==> src/rtl/uart_multi_frame_monitor_if.sv <==
// rtl/uart_multi_frame_monitor_if.sv - per-channel APB snoop bus and UART nets
interface uart_multi_frame_monitor_if #(
    parameter int NUM_CH = 2,
    parameter int ADDR_W = 16
);
    logic [NUM_CH-1:0]        psel;
    logic [NUM_CH-1:0]        penable;
    logic [NUM_CH-1:0]        pwrite;
    logic [NUM_CH*ADDR_W-1:0] paddr;
    logic [NUM_CH*32-1:0]     pwdata;
    logic [NUM_CH*4-1:0]      pstrb;
    logic [NUM_CH-1:0]        uart_net;

    modport master (output psel, penable, pwrite, paddr, pwdata, pstrb, uart_net);
    modport slave  (input  psel, penable, pwrite, paddr, pwdata, pstrb, uart_net);
endinterface

==> src/rtl/uart_multi_frame_monitor.sv <==
// rtl/uart_multi_frame_monitor.sv - N-channel UART frame decoder/checker snooping APB config
module uart_multi_frame_monitor #(
    parameter int                NUM_CH    = 2,
    parameter int                ADDR_W    = 16,
    parameter logic [ADDR_W-1:0] DIV_ADDR  = 'h04,
    parameter logic [ADDR_W-1:0] LCR_ADDR  = 'h08,
    parameter int                ERR_CNT_W = 8
) (
    input  logic                          pclk,
    input  logic                          preset_n,
    uart_multi_frame_monitor_if.slave     bus,
    output logic [NUM_CH-1:0]             frame_valid,
    output logic [NUM_CH*8-1:0]           frame_data,
    output logic [NUM_CH-1:0]             parity_err,
    output logic [NUM_CH-1:0]             frame_err,
    output logic [NUM_CH-1:0]             start_err,
    output logic [NUM_CH-1:0]             break_det,
    output logic [NUM_CH-1:0]             cfg_err,
    output logic [NUM_CH*ERR_CNT_W-1:0]   err_cnt
);
    typedef enum logic [2:0] {IDLE, START, DATA, PARITY, STOP} state_t;

    for (genvar c = 0; c < NUM_CH; c++) begin : g_ch
        state_t                 state;
        logic [15:0]            div_r, sh_div, cnt;
        logic [4:0]             lcr_r;
        logic [2:0]             sh_last, bit_idx;
        logic                   sh_stop2, sh_par_en, sh_even;
        logic                   sync1, sync2, prev;
        logic [7:0]             sr, data_q;
        logic                   par_acc, all_zero, perr, ferr_pend, brk_pend, stop_second;
        logic                   valid_q, perr_q, ferr_q, serr_q, brk_q;
        logic [ERR_CNT_W-1:0]   cnt_q;

        wire                    wr     = bus.psel[c] & bus.penable[c] & bus.pwrite[c];
        wire [ADDR_W-1:0]       addr   = bus.paddr[c*ADDR_W +: ADDR_W];
        wire [15:0]             wdata  = bus.pwdata[c*32 +: 16];
        wire [1:0]              strb   = bus.pstrb[c*4 +: 2];
        logic                   unused_bits;
        assign unused_bits = ^{bus.pwdata[c*32+16 +: 16], bus.pstrb[c*4+2 +: 2]};

        wire                    div_bad  = div_r < 16'd3;
        wire                    fall     = ~sync2 & prev;
        wire [16:0]             div_p1   = {1'b0, div_r} + 17'd1;
        wire [15:0]             half     = div_p1[16:1];
        wire [ERR_CNT_W-1:0]    cnt_sat  = (&cnt_q) ? cnt_q : cnt_q + ERR_CNT_W'(1);
        // Break/framing are judged on the first stop sample; a second stop bit can only add a framing error
        wire                    fin_ferr = stop_second ? (ferr_pend | ~sync2) : ~sync2;
        wire                    fin_brk  = stop_second ? brk_pend : (all_zero & ~sync2);

        always_ff @(posedge pclk or negedge preset_n) begin
            if (!preset_n) begin
                div_r <= '0;
                lcr_r <= '0;
            end else if (wr) begin
                if (addr == DIV_ADDR) begin
                    if (strb[0]) div_r[7:0]  <= wdata[7:0];
                    if (strb[1]) div_r[15:8] <= wdata[15:8];
                end
                if (addr == LCR_ADDR && strb[0]) lcr_r <= wdata[4:0];
            end
        end

        always_ff @(posedge pclk or negedge preset_n) begin
            if (!preset_n) begin
                sync1 <= 1'b1;
                sync2 <= 1'b1;
                prev  <= 1'b1;
            end else begin
                sync1 <= bus.uart_net[c];
                sync2 <= sync1;
                prev  <= sync2;
            end
        end

        always_ff @(posedge pclk or negedge preset_n) begin
            if (!preset_n) begin
                state <= IDLE;
                sh_div <= '0; cnt <= '0; sh_last <= '0; bit_idx <= '0;
                sh_stop2 <= 1'b0; sh_par_en <= 1'b0; sh_even <= 1'b0;
                sr <= '0; data_q <= '0; par_acc <= 1'b0; all_zero <= 1'b0;
                perr <= 1'b0; ferr_pend <= 1'b0; brk_pend <= 1'b0; stop_second <= 1'b0;
                valid_q <= 1'b0; perr_q <= 1'b0; ferr_q <= 1'b0; serr_q <= 1'b0; brk_q <= 1'b0;
                cnt_q <= '0;
            end else begin
                valid_q <= 1'b0;
                perr_q  <= 1'b0;
                ferr_q  <= 1'b0;
                serr_q  <= 1'b0;
                brk_q   <= 1'b0;
                case (state)
                    IDLE: if (!div_bad && fall) begin
                        sh_div    <= div_r;
                        sh_last   <= {1'b0, lcr_r[1:0]} + 3'd4;
                        sh_stop2  <= lcr_r[2];
                        sh_par_en <= lcr_r[3];
                        sh_even   <= lcr_r[4];
                        cnt       <= half - 16'd1;
                        state     <= START;
                    end
                    START: if (cnt != 16'd0) begin
                        cnt <= cnt - 16'd1;
                    end else if (sync2) begin
                        serr_q <= 1'b1;
                        cnt_q  <= cnt_sat;
                        state  <= IDLE;
                    end else begin
                        cnt <= sh_div; bit_idx <= '0; sr <= '0; par_acc <= 1'b0;
                        all_zero <= 1'b1; perr <= 1'b0; ferr_pend <= 1'b0;
                        brk_pend <= 1'b0; stop_second <= 1'b0;
                        state <= DATA;
                    end
                    DATA: if (cnt != 16'd0) begin
                        cnt <= cnt - 16'd1;
                    end else begin
                        sr[bit_idx] <= sync2;
                        par_acc     <= par_acc ^ sync2;
                        all_zero    <= all_zero & ~sync2;
                        bit_idx     <= bit_idx + 3'd1;
                        cnt         <= sh_div;
                        if (bit_idx == sh_last) state <= sh_par_en ? PARITY : STOP;
                    end
                    PARITY: if (cnt != 16'd0) begin
                        cnt <= cnt - 16'd1;
                    end else begin
                        perr     <= (par_acc ^ sync2) != ~sh_even;
                        all_zero <= all_zero & ~sync2;
                        cnt      <= sh_div;
                        state    <= STOP;
                    end
                    STOP: if (cnt != 16'd0) begin
                        cnt <= cnt - 16'd1;
                    end else if (sh_stop2 && !stop_second) begin
                        ferr_pend   <= ~sync2;
                        brk_pend    <= all_zero & ~sync2;
                        stop_second <= 1'b1;
                        cnt         <= sh_div;
                    end else begin
                        valid_q <= 1'b1;
                        data_q  <= sr;
                        perr_q  <= perr;
                        ferr_q  <= fin_ferr;
                        brk_q   <= fin_brk;
                        if (perr || fin_ferr) cnt_q <= cnt_sat;
                        state   <= IDLE;
                    end
                    default: state <= IDLE;
                endcase
            end
        end

        assign frame_valid[c]                    = valid_q;
        assign frame_data[c*8 +: 8]              = data_q;
        assign parity_err[c]                     = perr_q;
        assign frame_err[c]                      = ferr_q;
        assign start_err[c]                      = serr_q;
        assign break_det[c]                      = brk_q;
        assign cfg_err[c]                        = div_bad;
        assign err_cnt[c*ERR_CNT_W +: ERR_CNT_W] = cnt_q;
    end
endmodule

==> src/flat_wrapper.sv <==
// flat-port wrapper written by rule: the top's interface ports become plain ports
module uart_multi_frame_monitor_flat 
#(
    parameter int                NUM_CH    = 2,
    parameter int                ADDR_W    = 16,
    parameter logic [ADDR_W-1:0] DIV_ADDR  = 'h04,
    parameter logic [ADDR_W-1:0] LCR_ADDR  = 'h08,
    parameter int                ERR_CNT_W = 8
)
  (pclk, preset_n, frame_valid, frame_data, parity_err, frame_err, start_err, break_det, cfg_err, err_cnt, bus_psel, bus_penable, bus_pwrite, bus_paddr, bus_pwdata, bus_pstrb, bus_uart_net);
  uart_multi_frame_monitor_if #(.NUM_CH(NUM_CH), .ADDR_W(ADDR_W)) bus_i ();
  input  logic pclk;
  input  logic preset_n;
  output logic [NUM_CH-1:0] frame_valid;
  output logic [NUM_CH*8-1:0] frame_data;
  output logic [NUM_CH-1:0] parity_err;
  output logic [NUM_CH-1:0] frame_err;
  output logic [NUM_CH-1:0] start_err;
  output logic [NUM_CH-1:0] break_det;
  output logic [NUM_CH-1:0] cfg_err;
  output logic [NUM_CH*ERR_CNT_W-1:0] err_cnt;
  input wire logic [$bits(bus_i.psel)-1:0] bus_psel;
  input wire logic [$bits(bus_i.penable)-1:0] bus_penable;
  input wire logic [$bits(bus_i.pwrite)-1:0] bus_pwrite;
  input wire logic [$bits(bus_i.paddr)-1:0] bus_paddr;
  input wire logic [$bits(bus_i.pwdata)-1:0] bus_pwdata;
  input wire logic [$bits(bus_i.pstrb)-1:0] bus_pstrb;
  input wire logic [$bits(bus_i.uart_net)-1:0] bus_uart_net;
  assign bus_i.psel = bus_psel;
  assign bus_i.penable = bus_penable;
  assign bus_i.pwrite = bus_pwrite;
  assign bus_i.paddr = bus_paddr;
  assign bus_i.pwdata = bus_pwdata;
  assign bus_i.pstrb = bus_pstrb;
  assign bus_i.uart_net = bus_uart_net;
  uart_multi_frame_monitor #(.NUM_CH(NUM_CH), .ADDR_W(ADDR_W), .DIV_ADDR(DIV_ADDR), .LCR_ADDR(LCR_ADDR), .ERR_CNT_W(ERR_CNT_W)) u_core (.pclk(pclk), .preset_n(preset_n), .bus(bus_i), .frame_valid(frame_valid), .frame_data(frame_data), .parity_err(parity_err), .frame_err(frame_err), .start_err(start_err), .break_det(break_det), .cfg_err(cfg_err), .err_cnt(err_cnt));
endmodule
==> config.mk <==
export PLATFORM = sky130hd
export DESIGN_NAME = uart_multi_frame_monitor_flat
export DESIGN_NICKNAME = d
export VERILOG_FILES = /design/src/rtl/uart_multi_frame_monitor_if.sv /design/src/rtl/uart_multi_frame_monitor.sv /design/src/flat_wrapper.sv
export SDC_FILE = /design/constraint.sdc
export NUM_CORES = 1
export LEC_CHECK = 0
export BUFFER_PORTS_ARGS = -buffer_cell sky130_fd_sc_hd__buf_2
export CORE_ASPECT_RATIO = 0.8
export CORE_UTILIZATION = 55
export CTS_CLUSTER_SIZE = 16
export DETAILED_ROUTE_END_ITERATION = 6
export GPL_TIMING_DRIVEN = 0
export PLACE_DENSITY = 0.77
export SLEW_MARGIN = 0
export SYNTH_ARGS = -nofsm -noshare
export SYNTH_HDL_FRONTEND = slang
export SYNTH_SLANG_ARGS = --single-unit
export TNS_END_PERCENT = 1
==> constraint.sdc <==
create_clock -name pclk -period 5 [get_ports pclk]
set_clock_uncertainty 0.05 [all_clocks]
set_input_delay 0.5 -clock pclk [delete_from_list [all_inputs] [get_ports pclk]]
set_output_delay 0.5 -clock pclk [all_outputs]
set_load 0.02 [all_outputs]
==> results_dict.tcl, run 1 <==
set metrics [dict create \
    cts_buffers 22 \
    p_leak_nw 6.14 \
    grt_overflow 0 \
    hold_viol 0 \
    avgRoutedWirePerCell_um 17.4 \
    synthFlopType "dfrtp_1" \
    firstDrtPassIters 5 \
    utilization 0.656 \
    r2r_start "u_core.g_ch[1].cnt[1]" \
    cts_resized 0 \
    crit_required_ns 5.33 \
    drcViolationCount 0 \
    min_from "bus_uart_net[0]" \
    antenna_found_initial 0 \
    worst_pin_slew_ns 1.07 \
    clock_sinks 206 \
    setup_viol 0 \
    synth_area_um2 11500 \
    synth_area_leaders "dfrtp_1 (43%), mux2_2 (7.7%), nand2_1 (4.1%), xnor2_1 (3.7%), o21ai_0 (3.4%)" \
    fp.dieW_um 164 \
    drv_slew 0 \
    setup_tns_ns 0 \
    ys_ff_latch 206 \
    slew_headroom 0.282 \
    place_hpwl_um 20500 \
    ir_worst_vdd_v 0.000254 \
    start_kind "flip-flop" \
    grt_util_all_layers 0.266 \
    swShare 0.348 \
    reg2reg_slack_ns 1.60 \
    rsz0062_at_grt "false" \
    crit_type "reg -> reg" \
    grt_max_degree 121 \
    ys_types 82 \
    clk_pin_slew_ns 0.06 \
    fin_crit_sh 0.679 \
    synth_cells 1205 \
    path_max_fanout 10 \
    post_cts_buffers 0 \
    n_antenna_cell 0 \
    io_buffers 121 \
    pwr-share-clk 0.315 \
    p_per_area_nw_per_um2 385 \
    vias 9854 \
    core-area_um2 20200 \
    cts_root_buf "clkbuf_16" \
    post_dp_cell_area_um2 12500 \
    drt_iter0_markers 1026 \
    hp-class "in -> reg" \
    fp-row-count 46 \
    fmaxAchievable_ghz 0.294 \
    synth_edf_count 0 \
    cts_hold_buf 1 \
    hold-path-cell-count 1 \
    power_frac_comb 0.308 \
    syn2layout_area_growth_pct 14.9 \
    start_util 0.571 \
    cp.arrival_ns 3.73 \
    ys_warn_count 0 \
    synth.largest_area_cell "dfrtp_1" \
    outcome "completed" \
    drt_wl_total_um 28300 \
    cts_tree "built" \
    layout.nets 1476 \
    die_h_um 132 \
    drv_cap 0 \
    postRouteAntennaNets 0 \
    synth_nets 1329 \
    synth_top_area_frac 0.434 \
    cts_max_level 1 \
    grt_pass1_wl_um 46700 \
    p_int_w 0.00332 \
    grt_pass1_vias 9183 \
    drive_above_1_share 0.230 \
    dieArea_um2 21600 \
    final_area_um2 13200 \
    gp_congestion 0.894 \
    cts.path.max_buffers 3 \
    fin_crit_ns 3.40 \
    startpoint "u_core.g_ch[1].cnt[1]" \
    clock_latency_ns 0.50 \
    io_pins 158 \
    ys_async_sr_fraction 1.00 \
    whs_ns 0.0486 \
    vias_per_cell 6.04 \
    cp-end-kind "flip-flop" \
    seq_area_frac_synth 0.448 \
    p_sw_w 0.00177 \
    r2r_cells 10 \
    seqPwrFrac 0.377 \
    avgSynthCellArea_um2 9.57 \
]
## power groups by stage
| stage | Combinational [W] | Sequential, W | Clock, W |
|---|---|---|---|
| 4_1_cts | 0.00154 | 0.00192 | 0.00164 |
| 6_report | 0.00157 | 0.00192 | 0.00161 |
| 3_3_place_gp | 0.00149 | 0.00194 | 0 |
| 2_1_floorplan | 0.00113 | 0.00192 | 0 |
| 5_1_grt | 0.00174 | 0.00194 | 0.00171 |
| 3_5_place_dp | 0.00154 | 0.00195 | 0 |
## cells in the final DEF, fill, tap and decap left out, types with 27 or more instances in the layout
master    instances
buf_2           145
nand2_1         125
inv_1            27
nor4_1           27
dfrtp_1         200
xnor2_1          49
nor2_1           87
nor3_1           40
mux2_2           79
a21oi_1          43
clkbuf_1         49
nand3_1          30
o21ai_0          79
## cells in the mapped netlist (26+ instances only)
cell type / number
mux2_2: 79
nor3_1: 40
inv_1: 27
nor2_1: 87
a21oi_1: 43
xnor2_1: 49
nand4_1: 26
dfrtp_1: 200
nand2_1: 125
nand3_1: 30
clkbuf_1: 45
nor4_1: 28
o21ai_0: 79
## metrics by stage
stage,worst slack [ns],power (W),cells
floorplan,2.27,0.00305,1205
global placement,-0.0952,0.00344,1590
detailed placement,1.64,0.00348,1591
CTS,1.62,0.00510,1632
global route,1.36,0.00539,1632
finish,1.60,0.00510,1632
## worst paths after layout
kind,end
setup / recovery,u_core.g_ch[1].sh_div[14]
hold / removal,u_core.g_ch[0].sync1
setup reg to reg,u_core.g_ch[1].sh_div[14]
hold reg to reg,u_core.g_ch[0].sync2
max in group asynchronous,u_core.g_ch[0].cnt[0]
min in group asynchronous,u_core.g_ch[0].div_r[9]
## worst max-delay path: stages (launching register included)
cell	delay (ns)
dfrtp_1	0.40
inv_1	0.09
ha_1	0.21
nor3b_1	0.52
nand4_1	0.31
nor3_2	0.44
or2_1	0.21
nor2_1	0.16
nand2_1	0.28
buf_4	0.26
mux2_2	0.35
## flip-flops by register name, summed over array words and instances, names as in the netlist, 6 cells and up
signal,count
u_core.g_ch.state,6
u_core.g_ch.sh_div,32
u_core.g_ch.div_r,32
u_core.g_ch.sh_last,6
u_core.g_ch.cnt_q,16
u_core.g_ch.bit_idx,6
u_core.g_ch.cnt,32
u_core.g_ch.lcr_r,10
u_core.g_ch.data_q,16
u_core.g_ch.sr,16
## kinds of logic (layout without fill, tap and decap cells)
group / after synthesis / after routing / share of synthesized area
AOI/OAI and AO/OA: 257 / 257 / 0.141
xor gates and xnor gates: 69 / 69 / 0.0524
adders and majority gates: 10 / 10 / 0.0109
buffers and inverters: 115 / 278 / 0.0454
DFF: 206 / 206 / 0.448
muxes: 103 / 103 / 0.0992
and+or+nand+nor: 445 / 445 / 0.203
## layout make-up
| class | instances | area, um^2 |
|---|---|---|
| buffer | 88 | 422 |
| clock buffer | 35 | 701 |
| clock inverter | 5 | 25.0 |
| fill | 1668 | 6960 |
| inverter | 27 | 101 |
| multi-input combinational | 884 | 5850 |
| sequential | 206 | 5160 |
| tap | 264 | 330 |
| timing repair buffer | 123 | 653 |
## per-layer routing
metal,share of wire,routed length (um),track usage
met2,0.44,12400,0.398
met1,0.47,13400,0.401
met3,0.074,2100,0.0499
met5,0,0,0
met4,0.015,439,0.0525
Power figures use the tool's default switching activity.
==> run 2, diff against run 1 <==
==> constraint.sdc (replaced) <==
create_clock -name pclk -period 3.2 [get_ports pclk]
set_clock_uncertainty 0.05 [all_clocks]
set_input_delay 0.32 -clock pclk [delete_from_list [all_inputs] [get_ports pclk]]
set_output_delay 0.32 -clock pclk [all_outputs]
set_load 0.02 [all_outputs]
==> results_dict.tcl, run 2 (synthesis gave the netlist of run 1 again) <==
set metrics [dict create \
    outcome "completed" \
    n_antenna_cell 0 \
    firstDrtPassIters 6 \
    cts.path.max_buffers 3 \
    clock_sinks 206 \
    instances_no_fill 1652 \
    clock_latency_ns 0.50 \
    grt_util_all_layers 0.271 \
    fmaxAchievable_ghz 0.327 \
    start_util 0.571 \
    path_cells "inv_1, ha_1, nor3b_4, nand4_2, or2_0, clkbuf_1, clkbuf_1, clkbuf_1, o31ai_1, o31ai_1" \
    dieArea_um2 21600 \
    postRouteAntennaNets 0 \
    p_int_w 0.00523 \
    reg2reg_slack_ns 0.14 \
    grt_overflow 0 \
    setup_viol 0 \
    grt_max_degree 121 \
    cts_max_level 1 \
    crit_type "reg -> reg" \
    rsz0062_at_grt "true" \
    antenna_found_initial 0 \
    drv_cap 0 \
    grt_pass1_vias 9386 \
    placedCellCount 1591 \
    layout.nets 1496 \
    top_regs "u_core.g_ch.cnt x32, u_core.g_ch.div_r x32, u_core.g_ch.sh_div x32" \
    worst_pin_slew_ns 1.07 \
    crit_required_ns 3.50 \
    cts_tree "built" \
    swShare 0.349 \
    hold-path-cell-count 2 \
    cp_top_family "buffers and inverters" \
    p_sw_w 0.00281 \
    fp.dieW_um 164 \
    hp-class "in -> reg" \
    path_max_fanout 10 \
    vias 9988 \
    avgRoutedWirePerCell_um 17.5 \
    r2r_cells 10 \
    utilization 0.669 \
    whs_ns 0.0140 \
    vias_per_cell 6.05 \
    mostFrequentLayoutCells "dfrtp_1 (198), buf_2 (143), nand2_1 (123)" \
    cp-end-kind "flip-flop" \
    pwr-share-clk 0.312 \
    p_per_area_nw_per_um2 595 \
    hold_viol 0 \
    setup_tns_ns 0 \
    clk_pin_slew_ns 0.06 \
    drt_iter0_markers 1075 \
    p_leak_nw 6.23 \
    syn2layout_area_growth_pct 17.2 \
    io_buffers 121 \
    core-area_um2 20200 \
    timing.critical_path.buf_inv 4 \
    fin_crit_sh 0.957 \
    final_common_cell "dfrtp_1" \
    min_from "bus_pwdata[1]" \
    grt_pass1_wl_um 47500 \
    slowest_delay_ns 0.45 \
    die_h_um 132 \
    drcViolationCount 0 \
    gp_congestion 0.894 \
    power_frac_comb 0.313 \
    drv_slew 0 \
    cp.arrival_ns 3.36 \
    seqPwrFrac 0.374 \
    cts_root_buf "clkbuf_16" \
    place_hpwl_um 20500 \
    drive_above_1_share 0.233 \
    slowest_stage "dfrtp_1" \
    cts_buffers 22 \
    start_kind "flip-flop" \
    worstHoldEndpoint "u_core.g_ch[0].div_r[1]" \
    slew_headroom 0.284 \
    fin_crit_ns 3.06 \
    ir_worst_vdd_v 0.000398 \
    drt_wl_total_um 28900 \
    r2r_start "u_core.g_ch[0].cnt[0]" \
    regToRegEndpoint "u_core.g_ch[0].perr" \
    fp-row-count 46 \
    io_pins 158 \
    crit_path_frequent_cell "clkbuf_1" \
]
run 2: cell types whose count changed in the layout (fill, tap and decap cells not counted), moves of 2 or more:
cell           change
nor3_4             +2
dfrtp_1            -2
buf_2              -2
dlygate4sd3_1     +20
dfrtp_2            +2
nand2_1            -2
nand2_2            +2
clkbuf_4           +2
run 2: worst max path at each step:
| stage | start | end | slack (ns) | depth (start not counted) |
|---|---|---|---|---|
| final | u_core.g_ch[0].cnt[0] | u_core.g_ch[0].perr | 0.14 | 10 |
| after global routing | u_core.g_ch[0].cnt[0] | u_core.g_ch[0].cnt[15] | -0.04 | 11 |
| after CTS | u_core.g_ch[0].cnt[0] | u_core.g_ch[0].cnt[15] | -0.0003 | 11 |
| after detailed placement | u_core.g_ch[0].div_r[1] | u_core.g_ch[0].cnt[12] | -0.16 | 9 |
| after global placement | preset_n | u_core.g_ch[1].div_r[10] | -1.72 | 1 |
| after floorplan | u_core.g_ch[1].div_r[0] | u_core.g_ch[1].cnt[13] | 0.47 | 10 |
run 2: power by group through the flow:
| stage | clock (W) | combinational, W | sequential (W) |
|---|---|---|---|
| 3_3_place_gp | 0 | 0.00234 | 0.00303 |
| 5_1_grt | 0.00267 | 0.00279 | 0.00304 |
| 4_1_cts | 0.00256 | 0.00244 | 0.00300 |
| 3_5_place_dp | 0 | 0.00240 | 0.00304 |
| 2_1_floorplan | 0 | 0.00176 | 0.00300 |
| 6_report | 0.00251 | 0.00252 | 0.00301 |
run 2: repair_timing:
item / in CTS / in global routing
hold buffers: 21 / 0
setup buffers: 0 / 0
endpoints found under the hold margin: 102 / 0
setup endpoints to repair: 25 / 54
gates resized for setup: 4 / 13
run 2: through the flow:
stage,cell area [um^2],total power (W),setup WS (ns)
floorplan,11500,0.00476,0.468
global placement,12500,0.00537,-1.72
detailed placement,12500,0.00544,-0.155
CTS,13500,0.00800,-0.000311
global route,13500,0.00850,-0.0358
finish,13500,0.00804,0.139
run 2: final cells by class:
type,count,area [um^2]
clock inverters,5,25.0
flip-flops and latches,206,5160
well taps,264,330
plain buffers,88,428
inverters,27,101
multi-input cells,884,5910
clock buffers,35,701
repair buffers,143,853
fillers,1643,6680
run 2: worst register-to-register path: stages (launching register included):
cell	delay (ns)
dfrtp_1	0.45
inv_1	0.09
ha_1	0.18
nor3b_4	0.32
nand4_2	0.26
or2_0	0.28
clkbuf_1	0.20
clkbuf_1	0.27
clkbuf_1	0.37
o31ai_1	0.33
o31ai_1	0.12
run 2: metal layers:
metal  wire length (um)  GRT usage  vias up  share of wire
met1              13400      0.403     4857           0.46
met3               2140     0.0499       40          0.074
met2              12900      0.411      390           0.45
met4                478     0.0556        0          0.017
li1                   -          -     4701              -
met5                  0          0        -              0
==> run 3, diff against run 2 <==
==> constraint.sdc (replaced) <==
create_clock -name pclk -period 3.2 [get_ports pclk]
set_clock_uncertainty 0.05 [all_clocks]
set_input_delay 0.64 -clock pclk [delete_from_list [all_inputs] [get_ports pclk]]
set_output_delay 0.64 -clock pclk [all_outputs]
set_load 0.02 [all_outputs]
==> results_dict.tcl, run 3 (synthesis gave the netlist of run 1 again) <==
set metrics [dict create \
    p_per_area_nw_per_um2 603 \
    r2r_cells 8 \
    fin_crit_ns 3.08 \
    crit_type "reg -> reg" \
    crit_required_ns 3.52 \
    use_met3 0.0502 \
    crit_path_frequent_cell "nand4_1" \
    swShare 0.350 \
    fin_total_pwr_w 0.00802 \
    clock_latency_ns 0.50 \
    outcome "completed" \
    dieArea_um2 21600 \
    grt_overflow 0 \
    vias 9846 \
    drv_cap 0 \
    io_pins 158 \
    hp-class "in -> async" \
    avgRoutedWirePerCell_um 17.5 \
    crit_path_end "u_core.g_ch[0].cnt[15]" \
    met1_usage 0.401 \
    p_leak_nw 6.15 \
    rsz0062_at_grt "true" \
    setup_viol 0 \
    drive_above_1_share 0.237 \
    place_hpwl_um 20500 \
    cts.path.max_buffers 3 \
    slew_headroom 0.289 \
    r2r_start "u_core.g_ch[0].div_r[6]" \
    drv_slew 0 \
    start_util 0.571 \
    start_kind "flip-flop" \
    cp-end-kind "flip-flop" \
    grt_util_all_layers 0.267 \
    p_sw_w 0.00281 \
    clock_sinks 206 \
    grt_pass1_wl_um 46900 \
    cts_buffers 22 \
    fp-row-count 46 \
    cts_root_buf "clkbuf_16" \
    drt_wl_total_um 28600 \
    fmaxAchievable_ghz 0.325 \
    slowest_delay_ns 0.61 \
    die_h_um 132 \
    gp_congestion 0.894 \
    top_regs "u_core.g_ch.cnt x32, u_core.g_ch.div_r x32, u_core.g_ch.sh_div x32" \
    cts_max_level 1 \
    cts_tree "built" \
    slowest_stage "a2111oi_4" \
    grt_pass1_vias 9227 \
    antenna_found_initial 0 \
    regToRegEndpoint "u_core.g_ch[0].cnt[15]" \
    final_common_cell "dfrtp_1" \
    cp.arrival_ns 3.40 \
    whs_ns 0.0933 \
    grt_max_degree 121 \
    p_int_w 0.00522 \
    startpoint "u_core.g_ch[0].div_r[6]" \
    fp.dieW_um 164 \
    reg2reg_slack_ns 0.12 \
    syn2layout_area_growth_pct 15.4 \
    n_antenna_cell 0 \
    worst_pin_slew_ns 1.06 \
    power_frac_comb 0.312 \
    post_cts_buffers 0 \
    hold_viol 0 \
    pwr-share-clk 0.313 \
    grt_use_met2 0.401 \
    drcViolationCount 0 \
    drt_iter0_markers 999 \
    mostFrequentLayoutCells "dfrtp_1 (198), buf_2 (143), nand2_1 (123)" \
    core-area_um2 20200 \
    path_max_fanout 10 \
    vias_per_cell 6.04 \
    path_cells "clkbuf_1, nand4_1, nor2_1, nand2_1, a2111oi_4, nand4_1, a221oi_1, o41ai_1" \
    firstDrtPassIters 5 \
    layout.nets 1475 \
    postRouteAntennaNets 0 \
    clk_pin_slew_ns 0.06 \
    cts_resized 4 \
    busiest_layer "met1" \
    seqPwrFrac 0.375 \
    fin_crit_sh 0.963 \
    ir_worst_vdd_v 0.000398 \
    io_buffers 121 \
    cts_hold_buf 0 \
]
## run 3: changes by cell type in the layout (fill, tap and decap cells not counted)
cell / change
dlygate4sd3_1: -21
## run 3: per-layer routing
metal,up-vias,routed length (um)
li1,4659,-
met1,4780,13400
met2,373,12500
met3,34,2160
met4,0,429
met5,-,0
## run 3: critical path, delay by kind of cell, from the launching register on
kind            cells  cell delay [ns]
simple gates        4             1.16
compound gates      3             1.01
buf+inv             1             0.39
flops               1             0.34
## run 3: metrics by stage
stage	cell area, um^2	utilization	std cells	worst slack, ns	setup TNS [ns]
2_1_floorplan	11500	-	1205	0.468	0
4_1_cts	13300	0.657	1631	-0.000311	-0.000311
3_3_place_gp	12500	0.617	1590	-2.04	-409.75
3_5_place_dp	12500	0.619	1591	-0.155	-1.69
5_1_grt	13300	0.659	1631	-0.0358	-0.0971
6_report	13300	0.659	1631	0.120	0
## run 3: final cells by class
type	instances	area, um^2
Multi-Input combinational cell	884	5910
Tap cell	264	330
Timing Repair Buffer	122	643
Inverter	27	101
Clock buffer	35	701
Buffer	88	428
Clock inverter	5	25.0
Sequential cell	206	5160
Fill cell	1660	6890
## run 3: power by group through the flow
stage               sequential [W]  clock (W)  combinational, W
floorplan                  0.00300          0           0.00176
detailed placement         0.00304          0           0.00240
CTS                        0.00300    0.00256           0.00242
global placement           0.00303          0           0.00234
global route               0.00304    0.00267           0.00277
finish                     0.00301    0.00251           0.00250
## run 3: how the worst min path moves through the flow
stage / from / end
6_report: preset_n / u_core.g_ch[0].div_r[9]
3_5_place_dp: u_core.g_ch[0].sync1 / u_core.g_ch[0].sync2
5_1_grt: preset_n / u_core.g_ch[0].div_r[9]
2_1_floorplan: preset_n / u_core.g_ch[0].all_zero
4_1_cts: preset_n / u_core.g_ch[0].div_r[10]
3_3_place_gp: u_core.g_ch[0].sync1 / u_core.g_ch[0].sync2
